--- config.mk ---
export PLATFORM = sky130hd
export DESIGN_NAME = tx_ilas_seq_flat
export DESIGN_NICKNAME = d
export VERILOG_FILES = /design/src/rtl/tx_jesd_pkg.sv /design/src/rtl/tx_ilas_seq_if.sv /design/src/rtl/tx_lmfc_cnt.sv /design/src/rtl/tx_ilas_seq.sv /design/src/flat_wrapper.sv
export SDC_FILE = /design/constraint.sdc
export NUM_CORES = 1
export LEC_CHECK = 0
export CORE_MARGIN = 8
export CORE_UTILIZATION = 36
export DETAILED_ROUTE_END_ITERATION = 6
export GPL_ROUTABILITY_DRIVEN = 0
export PLACE_DENSITY = 0.83
export SYNTH_ARGS = -nofsm -noshare
export SYNTH_HDL_FRONTEND = slang
export SYNTH_SLANG_ARGS = --single-unit
--- constraint.sdc ---
create_clock -name clk -period 2.7 [get_ports clk]
set_clock_uncertainty 0.1 [all_clocks]
set_input_delay 0.81 -clock clk [delete_from_list [all_inputs] [get_ports clk]]
set_output_delay 0.81 -clock clk [all_outputs]
set_load 0.05 [all_outputs]
--- src/rtl/tx_jesd_pkg.sv ---
// Shared constants and state encoding for the JESD204B TX link-startup sequencer.
package tx_jesd_pkg;

    localparam logic [7:0] K_K28_5 = 8'hBC;
    localparam logic [7:0] K_R     = 8'h1C;
    localparam logic [7:0] K_A     = 8'h7C;
    localparam logic [7:0] K_Q     = 8'h9C;

    localparam int unsigned ILAS_MF    = 4;
    localparam int unsigned CFG_OCTETS = 14;

    typedef enum logic [1:0] {
        StCgs  = 2'd0,
        StIlas = 2'd1,
        StData = 2'd2
    } state_t;

endpackage

--- src/rtl/tx_ilas_seq_if.sv ---
// Octet streams around the sequencer: user octets in from transport, link octets out.
interface tx_ilas_seq_if;

    logic [7:0] i_data;
    logic       i_vld;
    logic       o_rdy;
    logic [7:0] o_data;
    logic       o_vld;
    logic       o_k;

    modport master (
        input  i_data,
        input  i_vld,
        output o_rdy,
        output o_data,
        output o_vld,
        output o_k
    );

    modport slave (
        output i_data,
        output i_vld,
        input  o_rdy,
        input  o_data,
        input  o_vld,
        input  o_k
    );

endinterface

--- src/rtl/tx_lmfc_cnt.sv ---
// Local multiframe counter with SYSREF rising-edge re-phasing and a registered LMFC pulse.
module tx_lmfc_cnt #(
    parameter int unsigned MF_LEN = 32,
    parameter int unsigned CW     = $clog2(MF_LEN)
) (
    input  logic          clk,
    input  logic          rst,
    input  logic          i_sysref,
    output logic [CW-1:0] o_cnt,
    output logic          o_lmfc
);

    localparam logic [CW-1:0] LAST = CW'(MF_LEN - 1);

    logic          sysref_q;
    logic [CW-1:0] cnt_q;
    logic [CW-1:0] cnt_d;
    logic          lmfc_q;

    // The SYSREF edge cycle itself counts as phase 0, so the counter resumes at 1.
    always_comb begin
        if (i_sysref && !sysref_q) begin
            cnt_d = CW'(1);
        end else if (cnt_q == LAST) begin
            cnt_d = '0;
        end else begin
            cnt_d = cnt_q + CW'(1);
        end
    end

    always_ff @(posedge clk) begin
        if (rst) begin
            sysref_q <= 1'b0;
            cnt_q    <= '0;
            lmfc_q   <= 1'b0;
        end else begin
            sysref_q <= i_sysref;
            cnt_q    <= cnt_d;
            lmfc_q   <= (cnt_d == '0);
        end
    end

    assign o_cnt  = cnt_q;
    assign o_lmfc = lmfc_q;

endmodule

--- src/rtl/tx_ilas_seq.sv ---
// JESD204B TX link-startup sequencer: CGS, four-multiframe ILAS, then user data pass-through.
module tx_ilas_seq
    import tx_jesd_pkg::*;
#(
    parameter int unsigned MF_LEN       = 32,
    parameter int unsigned SYNC_REQ_LEN = 5
) (
    input  logic                    clk,
    input  logic                    rst,
    input  logic                    i_sync_n,
    input  logic                    i_sysref,
    input  logic [8*CFG_OCTETS-1:0] i_cfg,
    tx_ilas_seq_if.master           bus,
    output logic [1:0]              o_state,
    output logic                    o_lmfc
);

    localparam int unsigned CW = $clog2(MF_LEN);
    localparam int unsigned LW = $clog2(SYNC_REQ_LEN + 1);
    localparam logic [CW-1:0] LAST = CW'(MF_LEN - 1);

    if (MF_LEN < 17 || MF_LEN > 256) begin : g_bad_mf_len
        $error("tx_ilas_seq: MF_LEN must lie in 17..256");
    end

    state_t        state_q;
    logic [1:0]    mf_q;
    logic [CW-1:0] oct_q;
    logic [LW-1:0] low_q;
    logic [7:0]    data_q;
    logic          vld_q;
    logic          k_q;
    logic          rdy_q;

    logic [CW-1:0] lmfc_cnt;
    logic [7:0]    ilas_data;
    logic          ilas_k;
    logic [3:0]    cfg_idx;
    logic          resync;
    logic          ilas_last;

    tx_lmfc_cnt #(
        .MF_LEN (MF_LEN),
        .CW     (CW)
    ) u_lmfc (
        .clk      (clk),
        .rst      (rst),
        .i_sysref (i_sysref),
        .o_cnt    (lmfc_cnt),
        .o_lmfc   (o_lmfc)
    );

    // ilas_cnt is kept split as {multiframe, octet} so no divider is needed.
    assign cfg_idx   = 4'(oct_q - CW'(2));
    assign resync    = (state_q != StCgs) && (low_q == LW'(SYNC_REQ_LEN));
    assign ilas_last = (mf_q == 2'(ILAS_MF - 1)) && (oct_q == LAST);

    always_comb begin
        ilas_k    = 1'b0;
        ilas_data = 8'(oct_q);
        if (oct_q == '0) begin
            ilas_data = K_R;
            ilas_k    = 1'b1;
        end else if (oct_q == LAST) begin
            ilas_data = K_A;
            ilas_k    = 1'b1;
        end else if (mf_q == 2'd1 && oct_q == CW'(1)) begin
            ilas_data = K_Q;
            ilas_k    = 1'b1;
        end else if (mf_q == 2'd1 && oct_q >= CW'(2) && oct_q <= CW'(15)) begin
            ilas_data = 8'(i_cfg >> {cfg_idx, 3'b000});
        end
    end

    always_ff @(posedge clk) begin
        if (rst) begin
            state_q <= StCgs;
            mf_q    <= '0;
            oct_q   <= '0;
            low_q   <= '0;
            data_q  <= '0;
            vld_q   <= 1'b0;
            k_q     <= 1'b0;
            rdy_q   <= 1'b0;
        end else begin
            unique case (state_q)
                StCgs: begin
                    data_q <= K_K28_5;
                    k_q    <= 1'b1;
                    vld_q  <= 1'b1;
                    low_q  <= '0;
                    if (i_sync_n && lmfc_cnt == LAST) begin
                        state_q <= StIlas;
                    end
                end
                StIlas: begin
                    data_q <= ilas_data;
                    k_q    <= ilas_k;
                    vld_q  <= 1'b1;
                    if (oct_q == LAST) begin
                        oct_q <= '0;
                        mf_q  <= mf_q + 2'd1;
                    end else begin
                        oct_q <= oct_q + CW'(1);
                    end
                    if (ilas_last) begin
                        state_q <= StData;
                        rdy_q   <= 1'b1;
                    end
                end
                StData: begin
                    k_q   <= 1'b0;
                    vld_q <= bus.i_vld && rdy_q;
                    if (bus.i_vld && rdy_q) begin
                        data_q <= bus.i_data;
                    end
                end
                default: state_q <= StCgs;
            endcase

            if (state_q != StCgs) begin
                low_q <= i_sync_n ? '0 : low_q + LW'(1);
            end

            // A sustained SYNC~ request overrides any ILAS progress made this cycle.
            if (resync) begin
                state_q <= StCgs;
                rdy_q   <= 1'b0;
                low_q   <= '0;
                mf_q    <= '0;
                oct_q   <= '0;
            end
        end
    end

    assign bus.o_data = data_q;
    assign bus.o_vld  = vld_q;
    assign bus.o_k    = k_q;
    assign bus.o_rdy  = rdy_q;
    assign o_state    = state_q;

endmodule

--- src/flat_wrapper.sv ---
// flat-port wrapper written by rule: the top's interface ports become plain ports
module tx_ilas_seq_flat import tx_jesd_pkg::*;
#(
    parameter int unsigned MF_LEN       = 32,
    parameter int unsigned SYNC_REQ_LEN = 5
)
  (clk, rst, i_sync_n, i_sysref, i_cfg, o_state, o_lmfc, bus_i_data, bus_i_vld, bus_o_rdy, bus_o_data, bus_o_vld, bus_o_k);
  tx_ilas_seq_if bus_i ();
  input  logic clk;
  input  logic rst;
  input  logic i_sync_n;
  input  logic i_sysref;
  input  logic [8*CFG_OCTETS-1:0] i_cfg;
  output logic [1:0] o_state;
  output logic o_lmfc;
  input wire logic [$bits(bus_i.i_data)-1:0] bus_i_data;
  input wire logic [$bits(bus_i.i_vld)-1:0] bus_i_vld;
  output wire logic [$bits(bus_i.o_rdy)-1:0] bus_o_rdy;
  output wire logic [$bits(bus_i.o_data)-1:0] bus_o_data;
  output wire logic [$bits(bus_i.o_vld)-1:0] bus_o_vld;
  output wire logic [$bits(bus_i.o_k)-1:0] bus_o_k;
  assign bus_i.i_data = bus_i_data;
  assign bus_i.i_vld = bus_i_vld;
  assign bus_o_rdy = bus_i.o_rdy;
  assign bus_o_data = bus_i.o_data;
  assign bus_o_vld = bus_i.o_vld;
  assign bus_o_k = bus_i.o_k;
  tx_ilas_seq #(.MF_LEN(MF_LEN), .SYNC_REQ_LEN(SYNC_REQ_LEN)) u_core (.clk(clk), .rst(rst), .i_sync_n(i_sync_n), .i_sysref(i_sysref), .i_cfg(i_cfg), .bus(bus_i), .o_state(o_state), .o_lmfc(o_lmfc));
endmodule
# Yosys cells after proc, flatten, opt, wreduce, memory -nomap -nowiden
# Cells that the tools add are included.
# W data, S select, Z words.
[op_classes]
n_addsub = 5
n_lt_le_gt_ge = 2
n_eq_ne = 11
shift = 1
n_mux = 20
bitwise_logic = 1
n_reduce_logical = 22
[ops]
columns = ["cell", "count"]
rows = [
  ["$shr A112 B7 Y8", 1],
  ["$mux W8", 5],
  ["$pmux W8 S3", 1],
  ["$mux W5", 3],
  ["$add A5 B1 Y5 const B", 2],
  ["$eq A5 B5 Y1 const B", 2],
  ["$logic_not A5 Y1", 2],
  ["$mux W3", 3],
  ["$logic_and A1 B1 Y1", 8],
  ["$ne A2 B1 Y1 const B", 3],
  ["$pmux W2 S3", 1],
  ["$reduce_and A2 Y1", 3],
  ["$reduce_bool A2 Y1", 3],
  ["$eq A5 B1 Y1 const B", 1],
  ["$ge A5 B2 Y1 const B", 1],
  ["$le A5 B4 Y1 const B", 1],
  ["$eq A2 B1 Y1 const B", 2],
  ["$eq A2 B2 Y1 const B", 2],
  ["$mux W2", 2],
  ["$reduce_or A2 Y1", 2],
  ["$sub A4 B2 Y4 const B", 1],
  ["$add A3 B1 Y3 const B", 1],
  ["$eq A3 B3 Y1 const B", 1],
  ["$mux W1", 3],
  ["other kinds (8)", 8],
]
[totals]
ff_bits = 30
inputBits = 125
output_inout_bits = 14

# Depth between registers and ports, before layout
[depth]
word_depth = 8
ltp_mapped = 11

# By module
# Synthesis repeated with hierarchy kept, for this count alone.
[unflattened]
hier_cells = 274
hier_area_um2 = 2618.8
[modules_own_cells]
columns = ["module", "n_inst", "cells_each", "area_each_um2", "seq_area_each_um2"]
rows = [
  ["tx_ilas_seq", 1, 249, 2324.7, 460.4],
  ["tx_lmfc_cnt", 1, 25, 294.0, 140.1],
]

# Least setup slack after synthesis
# No wires, ideal clock.
[synth_timing]
path_type = "reg-to-reg"
start = "reg u_core.oct_q[1]"
end = "reg u_core.data_q[5], in the netlist u_core.bus.o_data[5]"
t_arrival_ps = 2428
t_required_ps = 2521
setup_slack_ps = 93
stages_incl_launch_ff = 10
n_path_buf = 2
synth_period_minus_slack_ps = 2607
path_cell_list = "dfxtp_1 > buf_2 > clkinv_1 > ha_1 > or3b_1 > o22ai_2 > or2_0 > buf_2 > or4_1 > a211oi_2"
[synth_via]
elab_chain_len = 8
[synth_rtl]
columns = ["item", "line", "source"]
rows = [
  ["start: declaration", "tx_ilas_seq.sv:28", "logic [CW-1:0] oct_q;"],
  ["start signal: assignment", "tx_ilas_seq.sv:104", "oct_q <= oct_q + CW'(1);"],
  ["parallel branches: the longest is 6 deep, another holds $sub A4 B2 Y4", "--", ""],
  ["$mux W8 *", "tx_ilas_seq.sv:61", "if (oct_q == '0) begin"],
  ["$pmux W8 S3 *", "tx_ilas_seq.sv:86", "unique case (state_q)"],
  ["end signal: assignment", "tx_ilas_seq.sv:97", "data_q <= ilas_data;"],
  ["end signal: assignment", "tx_ilas_seq.sv:115", "data_q <= bus.i_data;"],
  ["end: declaration", "tx_ilas_seq.sv:30", "logic [7:0] data_q;"],
]
# Every way passes the cells marked *.
# A chain may end at the register's enable or synchronous reset.

# Worst setup path in the final report
[layout_timing]
start = "reg u_core.oct_q[2]"
end = "reg u_core.data_q[3], in the netlist u_core.bus.o_data[3]"
# The elaborated chain is that of the path after synthesis.

==> impl_results.md <==
- Status: finished, final reports clean
- Netlist Area Pre-Place: 2640 sq um
- Setup crit end kind: flop
- Leakage power: approximately 1.5 nW
- # hold bufs at CTS: 0
- Starting DRC count in detailed routing: 139
- Die ar.: 10300 sq um
- Setup TNS: 0 ns
- Placed insts: 513
- Final WL: approximately 9.6 mm
- Vias in the first global route: 3178
- Final Cycle Share: 93.7%
- Core Rows: 31
- Clk buf depth: 2
- Crit Path Category: flop to flop
- Antenna Cells: 0
- Worst-Margin Slew: 0.536 ns
- TritonRoute pass-1 iters: 5
- R2R depth: 7
- Final std cells w/o fill: 520
- H-tree Lvls: 2
- Number of synthesized register bits: 30
- HP Class: flop to flop
- Number of remaining DRC errors: 0
- Seq/Total Area, Yosys: between 20% and 30%
- Vias per inst: roughly 5.5
- Share of post-route cells with drive strength above 1: 14.3%
- Critical path arrival: 2.62 ns
- Initial core utilization: 36.8%
- WL/cell: 18.4 um
- Critical Path Start: u_core.oct_q[2]
- Final critical-path setup slack: 0.169 ns
- CTS root buffer: clkbuf_8
- Ys async rst share: 0%
- Unique cell type count in the Yosys netlist: 56
- Number of antenna violations at the first check in global routing: 0
- Syn nets: 419
- Clock Latency Late Sink: 0.29 ns
- Number of vias in the routed layout: 2871
- Final Slew Violations: 0
- Slew margin rel.: 64.1%
- Core footprint: 7180 sq um
- Fmax: 0.395 GHz
- Die Y: 102 um
- VDD IR max: 0.132 mV
- Setup violators final: 0
- Port Buf Inserts: between 100 and 150
- Syn Inst Count: between 200 and 300
- Detailed Place HPWL: ~8.2 mm
- Pre-CTS setup slack: 0.0544 ns
- Peak fanout along the critical path: 12
- Worst endpoint required time: 2.79 ns
- Die W: 102 um
- Final Hold Viols: 0
- R2R setup slack: around 0.17 ns
- Area Overhead vs Synth: 60.4%
- Post-cts sizing count: 0
- Reg-to-Reg Start: u_core.oct_q[2]
- Total gr overflow: 0
- Post-route antenna net violation count: 0
- Clock slew at reported path FFs: 0.06 ns
- RSZ-0062 raised after global routing: no
- Critical R2R Capture: u_core.bus.o_data[3]
- Post-synth EDFFs: 0
- Total Routing Usage GR: 18.8%
- Nets: 564
- CTS tree: yes
- Primary FF master, synth: dfxtp_1
- First-pass GRT wire length: 15.2 mm
- Top-Level Pins: 139
- # clock sinks: 30
- Synth Area per Inst: approximately 9.6 sq um
- CP Launch Type: flop
- Critical path endpoint: u_core.bus.o_data[3]
- Pin count of the biggest net entering global routing: 20
- Number of max-cap violations: 0
- Setup bufs post-CTS: 0
- Tmin final: 2.53 ns
- Synth warnings: 0
- CTS Buf Count: 5
- Pwr/cell area: 254 nW/um^2
[power by group]
group          internal [mW]  switching, mW
combinational          0.203         0.0768
clock                  0.177          0.159
sequential             0.453        0.00663
total                  0.833          0.243
[state kept, by name, indices dropped and copies added, names as in the netlist]
signal                  count
u_core.bus.o_data           8
u_core.bus.o_k              1
u_core.bus.o_rdy            1
u_core.bus.o_vld            1
u_core.low_q                3
u_core.mf_q                 2
u_core.o_state              2
u_core.oct_q                5
u_core.u_lmfc.o_cnt         5
u_core.u_lmfc.o_lmfc        1
u_core.u_lmfc.sysref_q      1
[critical path: stages (launching register included)]
cell and delay (ns):
dfxtp_1 0.46, inv_1 0.09, ha_1 0.55, buf_4 0.25, mux4_2 0.21, o22ai_1 0.07, or3_2 0.46, a311oi_1 0.23
[synthesized netlist by cell type (4+ instances only)]
master | n | area share, %
nand2_1 | 16 | 2.3
clkbuf_1 | 6 | 0.85
o22ai_1 | 8 | 1.9
a211oi_1 | 7 | 2.0
xnor2_1 | 4 | 1.3
nand2b_1 | 5 | 1.2
nor3_1 | 7 | 1.3
o21ai_0 | 9 | 1.7
mux4_2 | 25 | 21
inv_1 | 11 | 1.6
a21oi_1 | 23 | 4.4
mux2i_1 | 10 | 3.8
nor2b_1 | 4 | 0.95
dfxtp_1 | 30 | 23
nor2_1 | 29 | 4.1
ha_1 | 18 | 8.5
[per-stage QoR]
stage               instance area (sq um)  total power, mW  utilization, %  hold slack, ns
finish                               4230             1.08            59.0           0.355
global route                         4230             1.12            59.0           0.375
CTS                                  4230             1.08            58.9           0.356
detailed placement                   4150            0.750            57.8           0.348
global placement                     4150            0.743            57.8           0.331
floorplan                            2640            0.542               -           0.321
[worst min-delay path by stage]
stage                     depth (start not counted)  slack, ns              from          endpoint
final                                             2       0.36  u_core.bus.o_vld  u_core.bus.o_vld
after CTS                                         2       0.36  u_core.bus.o_vld  u_core.bus.o_vld
after global routing                              2       0.38  u_core.bus.o_vld  u_core.bus.o_vld
after detailed placement                          2       0.35  u_core.bus.o_vld  u_core.bus.o_vld
after floorplan                                   1       0.32   u_core.low_q[0]   u_core.low_q[0]
after global placement                            1       0.33   u_core.low_q[0]   u_core.low_q[0]
[cells by family (layout without fill, tap and decap cells)]
family                   Yosys count  in the layout  share of synthesized area, %
adder cells (fa/ha/maj)           18             18                          8.54
multiplexers                      37             37                          26.0
AO/OA/AOI/OAI                     68             68                          17.6
flip-flops                        30             30                          22.8
buffers and inverters             29            174                          6.31
XOR/XNOR                           7              7                          2.32
AND/OR/NAND/NOR                   87             87                          16.5
[layer usage]
| layer | track usage (%) | vias up | share of wire (%) |
|---|---|---|---|
| met3 | 7.15 | 32 | 9.8 |
| met1 | 20.8 | 1336 | 38 |
| met5 | 0 | - | 0 |
| li1 | - | 1334 | - |
| met4 | 9.28 | 0 | 3.7 |
| met2 | 31.0 | 169 | 48 |
[placed cells by master, fill, tap and decap left out, drive strengths merged, types with 2 or more instances in the layout]
cell type / Yosys / routed
buf: 9 / 17
a21oi: 23 / 23
o22ai: 9 / 9
dfxtp: 30 / 30
a211oi: 8 / 8
nand3: 2 / 2
clkbuf: 8 / 7
a311oi: 3 / 3
nand2: 16 / 16
nor2b: 4 / 4
xor2: 3 / 3
nor3: 7 / 7
and3: 3 / 3
mux2i: 10 / 10
and2: 3 / 3
xnor2: 4 / 4
mux4: 25 / 25
or4: 3 / 3
inv: 11 / 11
ha: 18 / 18
or3: 5 / 5
nor2: 29 / 29
a2bb2oi: 2 / 2
clkdlybuf4s50: 0 / 138
a31oi: 2 / 2
nand2b: 5 / 5
o21ai: 9 / 9
nand4: 2 / 2
mux2: 2 / 2
or2: 3 / 3
a221oi: 2 / 2
[area by class of cell]
type | count | area (sq um)
Timing Repair Buffer | 155 | 1510
Tap cell | 99 | 124
Multi-Input combinational cell | 217 | 1870
Fill cell | 603 | 2950
Sequential cell | 30 | 602
Clock buffer | 7 | 76.3
Inverter | 12 | 45.0
No activity file was read; power rests on OpenSTA's default activity.
